### config.mk
export PLATFORM = sky130hd
export DESIGN_NAME = sprite_sched
export DESIGN_NICKNAME = d
export VERILOG_FILES = /design/src/rtl/sprite_sched.sv
export SDC_FILE = /design/constraint.sdc
export NUM_CORES = 1
export LEC_CHECK = 0
export BUFFER_PORTS_ARGS = -buffer_cell sky130_fd_sc_hd__clkbuf_2
export CAP_MARGIN = 30
export CORE_MARGIN = 10
export CORE_UTILIZATION = 49
export DETAILED_ROUTE_END_ITERATION = 10
export PLACE_DENSITY = 0.86
export SLEW_MARGIN = 25
export SYNTH_ARGS = -nofsm -noshare
export SYNTH_HDL_FRONTEND = slang
export SYNTH_SLANG_ARGS = --single-unit
### constraint.sdc
create_clock -name clk -period 4 [get_ports clk]
set_input_delay 0.8 -clock clk [delete_from_list [all_inputs] [get_ports clk]]
set_output_delay 0.8 -clock clk [all_outputs]
set_load 0.01 [all_outputs]
### src/rtl/sprite_sched.sv
// Per-line sprite scheduler: scans sprite Y positions, issues engine start pulses,
// tracks remaining lines per sprite and priority-merges engine pixels.
// Optional `define SPRITE_COLLISION_EN adds sticky per-sprite collision flags.
module sprite_sched #(
  parameter int NUM_SPR   = 4,
  parameter int HEIGHT    = 8,
  parameter int SCALE_Y   = 1,
  parameter int COLR_BITS = 4,
  parameter int TRANSP    = 0
) (
  input  logic                         clk,
  input  logic                         rst,
  input  logic                         frame_start,
  input  logic                         line_start,
  input  logic [15:0]                  sy,
  input  logic [16*NUM_SPR-1:0]        spry,
  input  logic [NUM_SPR-1:0]           spr_en,
  input  logic [NUM_SPR-1:0]           drawing,
  input  logic [COLR_BITS*NUM_SPR-1:0] pix_in,
  output logic [NUM_SPR-1:0]           start,
  output logic [NUM_SPR-1:0]           active,
  output logic                         busy,
  output logic [COLR_BITS-1:0]         pix,
`ifdef SPRITE_COLLISION_EN
  output logic                         pix_valid,
  output logic [NUM_SPR-1:0]           collide
`else
  output logic                         pix_valid
`endif
);

  localparam int LINES = HEIGHT * SCALE_Y;
  localparam int CW    = $clog2(LINES + 1);
  localparam int IW    = (NUM_SPR > 1) ? $clog2(NUM_SPR) : 1;

  typedef enum logic {IDLE, SCAN} state_t;

  state_t         state;
  logic [IW-1:0]  idx;
  logic [CW-1:0]  cnt [NUM_SPR];

  logic [15:0]        cur_y;
  logic signed [16:0] sy_ext;
  logic signed [16:0] top_m1;
  logic               hit;

  // Widen to 17 bits so spry = -32768 gives -32769 instead of wrapping to 32767.
  always_comb begin
    cur_y  = spry[{idx, 4'b0000} +: 16];
    sy_ext = signed'({sy[15], sy});
    top_m1 = signed'({cur_y[15], cur_y}) - 17'sd1;
    hit    = (state == SCAN) && spr_en[idx] && !active[idx] && (sy_ext == top_m1);
  end

  assign busy = (state == SCAN);

  always_ff @(posedge clk or posedge rst) begin
    if (rst) begin
      state  <= IDLE;
      idx    <= '0;
      start  <= '0;
      active <= '0;
      for (int i = 0; i < NUM_SPR; i++) cnt[i] <= '0;
    end else begin
      start <= '0;

      if (line_start) begin
        for (int i = 0; i < NUM_SPR; i++) begin
          if (active[i]) begin
            cnt[i] <= cnt[i] - 1'b1;
            if (cnt[i] == CW'(1)) active[i] <= 1'b0;
          end
        end
      end

      if (hit) begin
        start[idx]  <= 1'b1;
        active[idx] <= 1'b1;
        cnt[idx]    <= CW'(LINES);
      end

      case (state)
        IDLE: begin
          if (line_start) begin
            state <= SCAN;
            idx   <= '0;
          end
        end
        SCAN: begin
          if (idx == IW'(NUM_SPR - 1)) begin
            state <= IDLE;
            idx   <= '0;
          end else begin
            idx <= idx + 1'b1;
          end
        end
        default: state <= IDLE;
      endcase

      // Frame start overrides everything above, but a simultaneous line start still opens a scan.
      if (frame_start) begin
        active <= '0;
        start  <= '0;
        idx    <= '0;
        for (int i = 0; i < NUM_SPR; i++) cnt[i] <= '0;
        state  <= line_start ? SCAN : IDLE;
      end
    end
  end

  logic [NUM_SPR-1:0]   opaque;
  logic [COLR_BITS-1:0] pix_nxt;
  logic                 valid_nxt;

  // Walk from the highest index down so the lowest opaque sprite wins.
  always_comb begin
    opaque    = '0;
    pix_nxt   = '0;
    valid_nxt = 1'b0;
    for (int i = NUM_SPR - 1; i >= 0; i--) begin
      opaque[i] = drawing[i] && (pix_in[COLR_BITS*i +: COLR_BITS] != COLR_BITS'(TRANSP));
      if (opaque[i]) begin
        pix_nxt   = pix_in[COLR_BITS*i +: COLR_BITS];
        valid_nxt = 1'b1;
      end
    end
  end

  always_ff @(posedge clk or posedge rst) begin
    if (rst) begin
      pix       <= '0;
      pix_valid <= 1'b0;
    end else begin
      pix       <= pix_nxt;
      pix_valid <= valid_nxt;
    end
  end

`ifdef SPRITE_COLLISION_EN
  logic [NUM_SPR-1:0] multi_opaque;

  // More than one opaque bit set means every opaque sprite is colliding.
  assign multi_opaque = ((opaque & (opaque - 1'b1)) != '0) ? opaque : '0;

  always_ff @(posedge clk or posedge rst) begin
    if (rst) begin
      collide <= '0;
    end else if (frame_start) begin
      collide <= '0;
    end else begin
      collide <= collide | multi_opaque;
    end
  end
`endif

endmodule

==> flow_metrics.env <==
export IMPL_final_cell_mix="clkbuf_2, dfrtp_1, nor2_1"
export IMPL_finalSetupTns_ns=0
export IMPL_synth_seq_cells=32
export IMPL_antenna_found_initial=0
export IMPL_die_height_um=96.8
export IMPL_rsz0062_at_grt="no"
export IMPL_synthCells=292
export IMPL_synthFlopType="dfrtp_1"
export IMPL_busiest_layer="met2"
export IMPL_drv_cap=0
export IMPL_area_delta_synth_final_pct=26.4
export IMPL_synthDistinctLibCells=56
export IMPL_cp_start_kind="input port"
export IMPL_max_slew_worst_pin_slew_ns=0.765
export IMPL_grt_use_met3_pct=4.97
export IMPL_rr_startpoint="idx[0]"
export IMPL_htreeDepth=2
export IMPL_die_area_mm2=0.00937
export IMPL_power_w=0.000927
export IMPL_wirelength_um=8570
export IMPL_p_clk_share_pct=27.5
export IMPL_place_hpwl_um=7040
export IMPL_grt_usage_pct=17.6
export IMPL_timing_rr_end="cnt[8]"
export IMPL_outcome="finished clean"
export IMPL_place_gp_congestion=0.898
export IMPL_antenna_left=0
export IMPL_slowest_stage="mux4_1"
export IMPL_crit_family="simple AND/OR/NAND/NOR gates"
export IMPL_layout_commonest_cell="clkbuf_2"
export IMPL_cts_sinks=32
export IMPL_port_buffers=121
export IMPL_cp_num_buf_inv=2
export IMPL_drive_gt1_share_pct=39.2
export IMPL_first_iter_violations=236
export IMPL_netlist_area_mm2=0.00289
export IMPL_post_cts_resized=0
export IMPL_drt_first_pass_iters=4
export IMPL_coreArea_mm2=0.00561
export IMPL_final_setup_viol_count=0
export IMPL_synth_warnings=0
export IMPL_cp_end_kind="flop"
export IMPL_grt_max_degree=31
export IMPL_clk_pin_slew_ns=0.07
export IMPL_slew_violations=0
export IMPL_async_flop_share_pct=100
export IMPL_p_sw_w=0.000299
export IMPL_grt_pass1_wl_um=14200
export IMPL_cts_setup_buffers=0
export IMPL_final_cell_area_mm2=0.00365
export IMPL_synthesis_nets=413
export IMPL_clockBufferDepth=2
export IMPL_swShare_pct=32.2
export IMPL_max_vdd_ir_drop_v=0.000156
export IMPL_num_fill_cells=478
export IMPL_hold_class="input port to async pin"
export IMPL_cts_buffers=5
export IMPL_ioPinCount=122
export IMPL_hold_buffers=0
export IMPL_hold_viol_final=0
export IMPL_syn_avg_cell_area_um2=9.90
export IMPL_worstPathRequired_ns=4.16
export IMPL_grt_pass1_vias=2972
export IMPL_dr_total_vias=2839
export IMPL_critPathMaxFanout=12
export IMPL_p_comb_share_pct=36.3
export IMPL_reg2reg_depth=9
export IMPL_min_period_ns=3.60
export IMPL_initial_core_util_pct=51.5
export IMPL_synth_edf_count=0
export IMPL_ff2ff_setup_slack_ns=0.45
export IMPL_fin_skew_ns=0.00555
export IMPL_use_met2_pct=29.9
export IMPL_power_density_mw_per_mm2=254
export IMPL_internal_power_w=0.000629
export IMPL_cts_tree="yes"
export IMPL_p_seq_share_pct=36.2
export IMPL_criticalPathCategory="input port to flop"
export IMPL_vias_per_cell=5.85
export IMPL_drc_errors=0
export IMPL_root_buffer="clkbuf_8"
export IMPL_std_cell_rows=27
export IMPL_critPathArrivalTime_ns=3.77
export IMPL_wl_per_cell_um=17.7
export IMPL_n_antenna_cell=0
export IMPL_die_width_um=96.8
export IMPL_grt_overflow=0
export IMPL_path_cells="clkbuf_2 -> mux4_1 -> inv_1 -> ha_1 -> xor2_1 -> o2111ai_1 -> or4_1 -> nor3_2 -> nand2_1 -> o311a_1"
export IMPL_fin_nets=533
export IMPL_clk_insertion_delay_late_ns=0.29
export IMPL_fmax_mhz=277
export IMPL_grtUsageMet1_pct=21.3
export IMPL_dpl_instance_area_mm2=0.00356
export IMPL_slew_headroom_pct=48.3
export IMPL_period_share_pct=90.1
export IMPL_critPathMaxStageDelay_ns=0.61
export IMPL_synth_seq_area_share_pct=27.7
export IMPL_leakage_nw=1.66
cell usage after synthesis (5+ instances only):
library cell / count / share of area (%)
mux2i_1: 6 / 2.1
mux4_2: 15 / 12
inv_1: 16 / 2.1
ha_1: 13 / 5.6
nor4_1: 7 / 1.5
nand2_1: 18 / 2.3
nand3_1: 11 / 1.9
buf_2: 5 / 0.87
xnor2_1: 21 / 6.4
o21ai_1: 8 / 1.4
a21oi_1: 9 / 1.6
o311a_1: 8 / 2.8
xor2_1: 12 / 3.6
nand4_1: 8 / 1.7
dfrtp_1: 32 / 28
nor3_1: 5 / 0.87
nor2_1: 23 / 3.0
how the worst max path moves through the flow:
stage,start,endpoint,slack [ns],depth (start not counted)
after floorplan,spry[16],cnt[10],0.50,10
after global placement,spry[16],cnt[14],0.25,10
after detailed placement,spry[16],cnt[8],0.07,10
after CTS,spry[16],cnt[8],0.38,10
after global routing,spry[16],cnt[4],0.20,10
final,spry[16],cnt[8],0.40,10
power by group through the flow:
| stage | clock network (W) | registers, W | logic [W] |
|---|---|---|---|
| after CTS | 0.000260 | 0.000336 | 0.000335 |
| after floorplan | 0 | 0.000344 | 0.000227 |
| after global routing | 0.000271 | 0.000337 | 0.000370 |
| after detailed placement | 0 | 0.000342 | 0.000334 |
| final | 0.000255 | 0.000336 | 0.000336 |
| after global placement | 0 | 0.000342 | 0.000324 |
final cells by class:
class                   instances  area, um2  share of cell area [%]
inverters                      16       60.1                    1.64
well taps                      72       90.1                    2.47
repair buffers                126        656                    18.0
flip-flops and latches         32        801                    21.9
multi-input cells             231       1960                    53.5
clock buffers                   8       90.1                    2.47
sequential cells by signal (all words and copies together), names as in the netlist:
name / count
pix: 4
idx: 2
start: 4
active: 4
busy: 1
cnt: 16
pix_valid: 1
cells by family after synthesis:
| kind of cell | share of synthesized area (%) |
|---|---|
| AOI/OAI and AO/OA | 15.5 |
| DFF | 27.7 |
| xor gates and xnor gates | 10.8 |
| adders and majority gates | 5.63 |
| and+or+nand+nor | 20.9 |
| buffers and inverters | 4.89 |
| muxes | 14.7 |
through the flow:
stage	hold slack (ns)	utilization, %	instances	worst slack (ns)
3_3_place_gp	0.554	63.4	477	0.249
4_1_cts	0.581	65.1	485	0.379
3_5_place_dp	0.562	63.5	477	0.0675
2_1_floorplan	0.534	-	292	0.497
6_report	0.572	65.1	485	0.395
5_1_grt	0.601	65.1	485	0.204
per-layer routing:
layer	wire length, um	vias up
li1	-	1357
met1	3560	1344
met2	4260	128
met3	645	10
met4	93	0
met5	0	-
Note: power is estimated with default switching activity, not from simulation.
